==> src/rtl/mult_sequencer.sv <==
// Purpose: shift-add signed 8x8 multiplier sequencer driving an external 9-bit add/sub datapath.
// Latency: 17 cycles from Run to Done (9 + popcount(B) with MULT_SKIP_ZERO_EN defined).
// Backpressure: none; Run is a level request, HALT waits for Run to drop before re-arming.
module mult_sequencer (
    input  logic       Clk,
    input  logic       Reset,
    input  logic       Run,
    input  logic       ClearA_LoadB,
    input  logic [7:0] Din,
    input  logic [8:0] Sum,
    output logic [7:0] OpA,
    output logic [7:0] OpB,
    output logic       Fn,
    output logic [7:0] Aval,
    output logic [7:0] Bval,
    output logic       X,
    output logic       Done
);

    typedef enum logic [2:0] {
        IDLE,
        CLR,
        ADD,
        SHIFT,
        HALT
    } state_t;

    state_t     state;
    logic [2:0] count;

    // Whether the next multiplier bit needs an ADD visit. Without zero-skip every
    // step adds (a zero bit just holds A/X). With zero-skip the decision looks at
    // the bit that will sit in B[0] once the current state completes: B[0] when
    // leaving CLR, B[1] when leaving SHIFT (the shift moves it down).
    logic clr_next_add;
    logic shift_next_add;

`ifdef MULT_SKIP_ZERO_EN
    assign clr_next_add   = Bval[0];
    assign shift_next_add = Bval[1];
`else
    assign clr_next_add   = 1'b1;
    assign shift_next_add = 1'b1;
`endif

    // The datapath always sees A and the switch operand; Fn picks add or subtract.
    assign OpA = Aval;
    assign OpB = Din;

    // Control FSM, step counter and A/B/X registers; Fn and Done are registered
    // and updated on entry to the state they belong to.
    always_ff @(posedge Clk) begin
        if (Reset) begin
            state <= IDLE;
            count <= 3'd0;
            Aval  <= 8'h00;
            Bval  <= 8'h00;
            X     <= 1'b0;
            Done  <= 1'b0;
            Fn    <= 1'b0;
        end else begin
            Fn <= 1'b0;
            case (state)
                IDLE: begin
                    // Load has priority over start when both are requested.
                    if (ClearA_LoadB) begin
                        Bval <= Din;
                        Aval <= 8'h00;
                        X    <= 1'b0;
                    end else if (Run) begin
                        state <= CLR;
                    end
                end

                CLR: begin
                    Aval  <= 8'h00;
                    X     <= 1'b0;
                    count <= 3'd0;
                    state <= clr_next_add ? ADD : SHIFT;
                end

                ADD: begin
                    // Sum is 9 bits so the top bit is a true sign, even for -128 - (-128).
                    if (Bval[0]) begin
                        X    <= Sum[8];
                        Aval <= Sum[7:0];
                    end
                    state <= SHIFT;
                end

                SHIFT: begin
                    // Arithmetic right shift of {X,A,B}; X keeps the sign.
                    Aval <= {X, Aval[7:1]};
                    Bval <= {Aval[0], Bval[7:1]};
                    if (count == 3'd7) begin
                        state <= HALT;
                        Done  <= 1'b1;
                    end else begin
                        count <= count + 3'd1;
                        if (shift_next_add) begin
                            state <= ADD;
                            // The multiplier's sign bit carries negative weight, so
                            // the last partial product is subtracted.
                            Fn    <= (count == 3'd6);
                        end else begin
                            state <= SHIFT;
                        end
                    end
                end

                HALT: begin
                    // Held Run must not restart; wait for it to drop.
                    if (!Run) begin
                        state <= IDLE;
                        Done  <= 1'b0;
                    end
                end

                default: begin
                    state <= IDLE;
                    Done  <= 1'b0;
                end
            endcase
        end
    end

endmodule

==> config.mk <==
export PLATFORM = sky130hd
export DESIGN_NAME = mult_sequencer
export DESIGN_NICKNAME = d
export VERILOG_FILES = /design/src/rtl/mult_sequencer.sv
export SDC_FILE = /design/constraint.sdc
export NUM_CORES = 1
export LEC_CHECK = 0
export CAP_MARGIN = 20
export CORE_MARGIN = 4
export CORE_UTILIZATION = 44
export DETAILED_ROUTE_END_ITERATION = 10
export PLACE_DENSITY = 0.8
export SLEW_MARGIN = 20
export SYNTH_ARGS = -nofsm -noshare
export SYNTH_HDL_FRONTEND = slang
export SYNTH_SLANG_ARGS = --single-unit
==> constraint.sdc <==
create_clock -name Clk -period 1.6 [get_ports Clk]
set_input_delay 0.32 -clock Clk [delete_from_list [all_inputs] [get_ports Clk]]
set_output_delay 0.32 -clock Clk [all_outputs]
set_load 0.02 [all_outputs]
==> impl_metrics.prom, run 1 <==
# TYPE chip_impl_metric gauge
chip_impl_info{name="result_of_the_run",value="completed"} 1
chip_impl_metric{name="timing.max_cap.violations",unit=""} 0
chip_impl_metric{name="placement_rows",unit=""} 20
chip_impl_info{name="launch_instance_of_the_worst_register_to_register_path",value="state[0]"} 1
chip_impl_metric{name="design.portCount",unit=""} 56
chip_impl_metric{name="global_route.usage.total",unit=""} 0.166
chip_impl_metric{name="slowest_delay",unit="ps"} 590
chip_impl_metric{name="drt-initial-drc-count",unit=""} 59
chip_impl_metric{name="clkSlewWorstSetupHoldPaths",unit="ps"} 130
chip_impl_metric{name="finalHoldViolCount",unit=""} 0
chip_impl_metric{name="synth.lib_cells_used.distinct",unit=""} 32
chip_impl_metric{name="arrival",unit="ps"} 1230
chip_impl_metric{name="globalplace.congestion",unit=""} 0.844
chip_impl_metric{name="fillers",unit=""} 281
chip_impl_metric{name="multi_input_area",unit="um^2"} 785
chip_impl_metric{name="synth_edf_count",unit=""} 0
chip_impl_metric{name="synth_warnings",unit=""} 0
chip_impl_metric{name="clk_path_buf_depth",unit=""} 2
chip_impl_metric{name="layout_setup_ws",unit="ps"} 50.7
chip_impl_metric{name="route.final.wire_length",unit="mm"} 3.51
chip_impl_info{name="layout_commonest_cell",value="sky130_fd_sc_hd__dlygate4sd2_1"} 1
chip_impl_metric{name="finalNetCount",unit=""} 230
chip_impl_metric{name="clk_latency",unit="ps"} 320
chip_impl_metric{name="core",unit="um^2"} 3150
chip_impl_metric{name="dp_slack",unit="ps"} -176
chip_impl_info{name="grt_setup_unrepaired",value="false"} 1
chip_impl_info{name="most-common-layout-cells",value="sky130_fd_sc_hd__dlygate4sd2_1 (34), sky130_fd_sc_hd__nand2_1 (26), sky130_fd_sc_hd__dfxtp_1 (24)"} 1
chip_impl_metric{name="critPathBufInv",unit=""} 1
chip_impl_metric{name="vdd_drop_max",unit="uV"} 359
chip_impl_info{name="hold_path_class",value="reg -> reg"} 1
chip_impl_metric{name="register_area",unit="um^2"} 502
chip_impl_metric{name="finalCriticalPeriod",unit="ps"} 1550
chip_impl_metric{name="pin_count_of_the_biggest_net_entering_global_routing",unit=""} 16
chip_impl_info{name="cp_slowest_cell",value="sky130_fd_sc_hd__clkdlybuf4s50_1"} 1
chip_impl_metric{name="antenna-diode-count",unit=""} 0
chip_impl_metric{name="globalRoute.totalOverflow",unit=""} 0
chip_impl_metric{name="die-width",unit="um"} 66.3
chip_impl_metric{name="detail_route.first_pass.iterations",unit=""} 4
chip_impl_metric{name="netlist_area",unit="um^2"} 1500
chip_impl_metric{name="die_h",unit="um"} 66.3
chip_impl_metric{name="timing.fmax",unit="MHz"} 645
chip_impl_metric{name="syn_avg_cell_area",unit="um^2"} 9.40
chip_impl_metric{name="min_path_cells",unit=""} 2
chip_impl_metric{name="worstSetupPathDepth",unit=""} 1
chip_impl_metric{name="dieArea",unit="um^2"} 4400
chip_impl_metric{name="avgRoutedWirePerCell",unit="um"} 14.1
chip_impl_metric{name="number_of_clock_sinks_seen_by_cts",unit=""} 25
chip_impl_metric{name="async_flop_share",unit=""} 0
chip_impl_metric{name="drive_gt1_frac",unit=""} 0.200
chip_impl_info{name="critical_path.startpoint",value="Fn"} 1
chip_impl_info{name="path_class",value="reg -> out"} 1
chip_impl_metric{name="final_min_period_over_clock_period",unit=""} 0.968
chip_impl_metric{name="area_growth_syn_to_layout",unit="%"} 33.6
chip_impl_metric{name="detailroute.via_count",unit=""} 1271
chip_impl_metric{name="cts_buf_count",unit=""} 3
chip_impl_metric{name="synth-seq-area-share",unit=""} 0.335
chip_impl_metric{name="cellPowerDensity",unit="nW/um^2"} 668
chip_impl_metric{name="synthesized_netlist_cell_count",unit=""} 159
chip_impl_metric{name="setup_total_negative_slack",unit="ps"} 0
chip_impl_metric{name="dp_hpwl",unit="mm"} 2.76
chip_impl_metric{name="synth_fp_nets",unit=""} 183
chip_impl_metric{name="yosys_register_bits",unit=""} 25
chip_impl_metric{name="worst-r2r-setup-slack",unit="ps"} 140
chip_impl_metric{name="grt_pass1_vias",unit=""} 1288
chip_impl_metric{name="post-route-drc-count",unit=""} 0
chip_impl_info{name="setup.worst_path.start_class",value="flip-flop"} 1
chip_impl_info{name="crit_chain",value="clkdlybuf4s50_1"} 1
chip_impl_metric{name="slew_viol_final",unit=""} 0
chip_impl_info{name="timing.critical_path.max_delay_family",value="buffers and inverters"} 1
chip_impl_info{name="cp-endpoint",value="Fn"} 1
chip_impl_metric{name="p_leak",unit="uW"} 0.000882
chip_impl_metric{name="via_per_inst",unit=""} 5.10
chip_impl_metric{name="worst-slew-pin-transition",unit="ps"} 409
chip_impl_metric{name="timing.reg2reg.worst_path_depth",unit=""} 3
chip_impl_info{name="reg_to_reg_end",value="Bval[3]"} 1
chip_impl_metric{name="post-layout-total-power",unit="uW"} 1330
chip_impl_info{name="cts_tree",value="built"} 1
chip_impl_metric{name="floorplan.initialDensity",unit=""} 0.474
chip_impl_metric{name="worst-path-max-fanout",unit=""} 1
chip_impl_metric{name="worst_hold_slack",unit="ps"} 483
chip_impl_metric{name="h-tree-depth",unit=""} 1
chip_impl_metric{name="required_time_of_the_worst_setup_path",unit="ps"} 1280
chip_impl_info{name="root_buffer",value="sky130_fd_sc_hd__clkbuf_4"} 1
chip_impl_info{name="timing.critical_path.to_type",value="primary output"} 1
chip_impl_metric{name="maxSlewHeadroom",unit=""} 0.728
chip_impl_metric{name="postCtsSetupBuffers",unit=""} 0
chip_impl_metric{name="antenna_violating_nets_post_route",unit=""} 0
chip_impl_info{name="ys.flop_type",value="sky130_fd_sc_hd__dfxtp_1"} 1
chip_impl_metric{name="finalClockSkew",unit="ps"} 8.49
chip_impl_metric{name="io_buffers",unit=""} 55
chip_impl_metric{name="antenna_found_initial",unit=""} 0
chip_impl_metric{name="wire_length_of_the_first_global_routing_pass",unit="mm"} 5.64
chip_impl_metric{name="finalSetupViolCount",unit=""} 0
-- final cells by class --
type | count | area share
Multi-Input combinational cell | 104 | 0.393
Timing Repair Buffer | 70 | 0.311
Sequential cell | 25 | 0.251
Tap cell | 44 | 0.0276
Clock buffer | 3 | 0.0113
Inverter | 2 | 0.00376
Clock inverter | 1 | 0.00251
-- power breakdown --
part | switching [uW] | internal, uW
sequential | 34.3 | 654
clock | 184 | 93.5
combinational | 181 | 187
total | 399 | 935
-- Yosys cell counts (all sizes together) (2+ instances only) --
cell type / instances / area share
buf: 28 / 0.14
nand2: 26 / 0.065
dfxtp: 25 / 0.33
nand2b: 10 / 0.042
mux2: 9 / 0.068
mux2i: 9 / 0.060
a311oi: 8 / 0.080
nor3: 8 / 0.027
a21oi: 5 / 0.017
ha: 3 / 0.025
nand3b: 3 / 0.018
nor2: 3 / 0.0075
o21ai: 3 / 0.010
a2bb2oi: 2 / 0.012
inv: 2 / 0.0050
nor3b: 2 / 0.013
nor4: 2 / 0.0084
o21bai: 2 / 0.010
or3: 2 / 0.0084
-- kinds of logic (layout without fill, tap and decap cells) --
logic type | after synthesis | count (layout) | synth area share
flip-flops | 25 | 25 | 0.335
multiplexers | 18 | 18 | 0.128
AND/OR/NAND/NOR | 61 | 61 | 0.227
AO/OA/AOI/OAI | 22 | 22 | 0.139
adder cells (fa/ha/maj) | 3 | 3 | 0.0251
buffers and inverters | 30 | 76 | 0.146
-- how the worst min path moves through the flow --
stage | from | end | slack (ps)
finish | count[2] | Fn | 480
global route | count[2] | Fn | 500
CTS | count[2] | Fn | 480
detailed placement | count[2] | Fn | 460
global placement | count[2] | Fn | 440
floorplan | count[2] | Fn | 430
-- layer usage --
layer,vias up,global-route usage,share of wire
met1,603,0.182,0.42
met2,27,0.302,0.53
li1,633,-,-
met3,8,0.0204,0.027
met5,-,0,0
met4,0,0.0964,0.026
-- sequential cells by signal, indices dropped and copies added (netlist names) --
name / cells
Aval: 8
Bval: 8
Done: 1
Fn: 1
X: 1
count: 3
state: 3
-- per-stage QoR --
stage / utilization / area, um^2 / instances
2_1_floorplan: - / 1500 / 159
3_3_place_gp: 0.635 / 2000 / 245
3_5_place_dp: 0.635 / 2000 / 245
4_1_cts: 0.630 / 1990 / 249
5_1_grt: 0.633 / 2000 / 249
6_report: 0.633 / 2000 / 249
-- repair_timing --
| item | in CTS | in global routing |
|---|---|---|
| setup endpoints to repair | 34 | 6 |
| cloned | 0 | 0 |
| hold buffers | 0 | 0 |
| gates resized for setup | 34 | 4 |
No activity file was read; power rests on OpenSTA's default activity.
==> run 2: changes to the inputs <==
--- a/config.mk
+++ b/config.mk
@@ -7,9 +7,9 @@
 export LEC_CHECK = 0
 export CAP_MARGIN = 20
 export CORE_MARGIN = 4
-export CORE_UTILIZATION = 44
+export CORE_UTILIZATION = 47
 export DETAILED_ROUTE_END_ITERATION = 10
-export PLACE_DENSITY = 0.8
+export PLACE_DENSITY = 0.84
 export SLEW_MARGIN = 20
 export SYNTH_ARGS = -nofsm -noshare
 export SYNTH_HDL_FRONTEND = slang
==> constraint.sdc (replaced) <==
create_clock -name Clk -period 1.9 [get_ports Clk]
set_input_delay 0.38 -clock Clk [delete_from_list [all_inputs] [get_ports Clk]]
set_output_delay 0.38 -clock Clk [all_outputs]
set_load 0.02 [all_outputs]
==> run 2 against run 1 <==
Effect of this change:
- largest power group unchanged
- clock-buffer cell count unchanged
- critical path depth increased by 1
- total power decreased by 14%
- core utilization increased by 1.9 points
- clock power decreased by 14%
- routed wire length decreased by 1.2%
- sequential cell count unchanged
- via count decreased by 0.47%
- first-iteration DRC count increased by 14%
==> impl_metrics.prom, run 2 (synthesis results as in run 1) <==
# TYPE chip_impl_metric gauge
chip_impl_info{name="result_of_the_run",value="completed"} 1
chip_impl_metric{name="die-width",unit="um"} 64.4
chip_impl_metric{name="antenna-diode-count",unit=""} 0
chip_impl_metric{name="worst-path-max-fanout",unit=""} 2
chip_impl_info{name="crit_chain",value="clkdlybuf4s50_1 -> clkdlybuf4s50_1"} 1
chip_impl_metric{name="die_h",unit="um"} 64.4
chip_impl_metric{name="io_buffers",unit=""} 55
chip_impl_info{name="critPathMostFrequentCell",value="sky130_fd_sc_hd__clkdlybuf4s50_1"} 1
chip_impl_metric{name="wire_length_of_the_first_global_routing_pass",unit="mm"} 5.92
chip_impl_metric{name="finalClockSkew",unit="ps"} 3.01
chip_impl_metric{name="finalSetupViolCount",unit=""} 0
chip_impl_metric{name="timing.max_cap.violations",unit=""} 0
chip_impl_metric{name="timing.fmax",unit="MHz"} 534
chip_impl_metric{name="required_time_of_the_worst_setup_path",unit="ps"} 1520
chip_impl_metric{name="dieArea",unit="um^2"} 4150
chip_impl_metric{name="number_of_clock_sinks_seen_by_cts",unit=""} 25
chip_impl_metric{name="critPathBufInv",unit=""} 2
chip_impl_metric{name="clkSlewWorstSetupHoldPaths",unit="ps"} 130
chip_impl_metric{name="h-tree-depth",unit=""} 1
chip_impl_metric{name="detail_route.first_pass.iterations",unit=""} 4
chip_impl_metric{name="cts_hold_buf",unit=""} 0
chip_impl_info{name="grt_setup_unrepaired",value="false"} 1
chip_impl_metric{name="arrival",unit="ps"} 1490
chip_impl_info{name="cts_tree",value="built"} 1
chip_impl_info{name="root_buffer",value="sky130_fd_sc_hd__clkbuf_4"} 1
chip_impl_metric{name="pin_count_of_the_biggest_net_entering_global_routing",unit=""} 18
chip_impl_metric{name="final_min_period_over_clock_period",unit=""} 0.985
chip_impl_metric{name="p_leak",unit="uW"} 0.000736
chip_impl_metric{name="core",unit="um^2"} 3050
chip_impl_metric{name="avgRoutedWirePerCell",unit="um"} 14.2
chip_impl_metric{name="drt-initial-drc-count",unit=""} 67
chip_impl_metric{name="gates_resized_cts_repair",unit=""} 0
chip_impl_info{name="reg.largest.list",value="Aval: 8 flops, Bval: 8 flops"} 1
chip_impl_metric{name="slowest_delay",unit="ps"} 620
chip_impl_metric{name="worst-slew-pin-transition",unit="ps"} 444
chip_impl_info{name="most-common-layout-cells",value="sky130_fd_sc_hd__clkdlybuf4s50_1 (55), sky130_fd_sc_hd__nand2_1 (26), sky130_fd_sc_hd__dfxtp_1 (25)"} 1
chip_impl_metric{name="finalCriticalPeriod",unit="ps"} 1870
chip_impl_metric{name="globalplace.congestion",unit=""} 0.728
chip_impl_metric{name="detailroute.via_count",unit=""} 1265
chip_impl_metric{name="cellPowerDensity",unit="nW/um^2"} 578
chip_impl_metric{name="clk_path_buf_depth",unit=""} 2
chip_impl_info{name="setup.worst_path.start_class",value="primary input"} 1
chip_impl_metric{name="drive_gt1_frac",unit=""} 0.165
chip_impl_metric{name="post-route-drc-count",unit=""} 0
chip_impl_metric{name="design.portCount",unit=""} 56
chip_impl_metric{name="global_route.usage.total",unit=""} 0.177
chip_impl_metric{name="cts_buf_count",unit=""} 3
chip_impl_metric{name="route.final.wire_length",unit="mm"} 3.47
chip_impl_metric{name="maxSlewHeadroom",unit=""} 0.704
chip_impl_metric{name="postCtsSetupBuffers",unit=""} 0
chip_impl_metric{name="placement_rows",unit=""} 20
chip_impl_info{name="layout_commonest_cell",value="sky130_fd_sc_hd__clkdlybuf4s50_1"} 1
chip_impl_metric{name="finalHoldViolCount",unit=""} 0
chip_impl_metric{name="area_growth_syn_to_layout",unit="%"} 33.2
chip_impl_metric{name="antenna_violating_nets_post_route",unit=""} 0
chip_impl_metric{name="finalNetCount",unit=""} 225
chip_impl_info{name="timing.critical_path.max_delay_family",value="buffers and inverters"} 1
chip_impl_metric{name="vdd_drop_max",unit="uV"} 257
chip_impl_info{name="timing.critical_path.to_type",value="primary output"} 1
chip_impl_metric{name="clk_latency",unit="ps"} 320
chip_impl_metric{name="grt_pass1_vias",unit=""} 1274
chip_impl_metric{name="globalRoute.totalOverflow",unit=""} 0
chip_impl_info{name="path_class",value="in -> out"} 1
chip_impl_metric{name="via_per_inst",unit=""} 5.18
chip_impl_metric{name="slew_viol_final",unit=""} 0
chip_impl_info{name="cp_slowest_cell",value="sky130_fd_sc_hd__clkdlybuf4s50_1"} 1
chip_impl_info{name="hold_path_class",value="reg -> reg"} 1
chip_impl_metric{name="floorplan.initialDensity",unit=""} 0.490
chip_impl_metric{name="dp_hpwl",unit="mm"} 2.72
chip_impl_metric{name="post-layout-total-power",unit="uW"} 1150
chip_impl_metric{name="setup_total_negative_slack",unit="ps"} 0
chip_impl_metric{name="antenna_found_initial",unit=""} 0
==> run 2: report_power, final <==
part | internal (uW) | switching, uW | total (uW)
combinational | 179 | 155 | 335
clock | 78.8 | 161 | 239
sequential | 551 | 26.1 | 577
total | 809 | 342 | 1150
==> run 2: stage by stage <==
| stage | area (um^2) | worst slack (ps) | util | instances | hold slack (ps) |
|---|---|---|---|---|---|
| 6_report | 1990 | 28.3 | 0.652 | 244 | 476 |
| 3_5_place_dp | 1960 | 5.06 | 0.643 | 240 | 449 |
| 4_1_cts | 1990 | 30.3 | 0.652 | 244 | 472 |
| 2_1_floorplan | 1500 | 543 | - | 159 | 429 |
| 3_3_place_gp | 1960 | 48.0 | 0.643 | 240 | 445 |
| 5_1_grt | 1990 | 10.9 | 0.652 | 244 | 524 |
==> run 2: final timing paths <==
check / startpoint / end / slack [ps] / cells past startpoint
max reg2reg: state[2] / Bval[2] / 310 / 3
min: count[2] / Fn / 480 / 2
max: Din[4] / OpB[4] / 30 / 2
min reg2reg: count[2] / Fn / 480 / 2
==> run 2: cell type report <==
type                    count  area (um^2)
fillers                   273         1060
multi-input cells         104          776
repair buffers             65          626
flip-flops and latches     25          500
well taps                  44         55.1
clock buffers               3         22.5
inverters                   2         7.51
clock inverters             1         5.00
==> run 2: worst min-delay path, cell delays in order, from the launching register on <==
cell and delay [ps]:
sky130_fd_sc_hd__dfxtp_1 350, sky130_fd_sc_hd__nand2_1 60, sky130_fd_sc_hd__nor4_1 40
==> run 2: layer usage <==
layer  wire length, um  global-route usage
met5                 0                   0
met4                27              0.0554
met3                94              0.0264
met2              1840               0.308
met1              1510               0.222
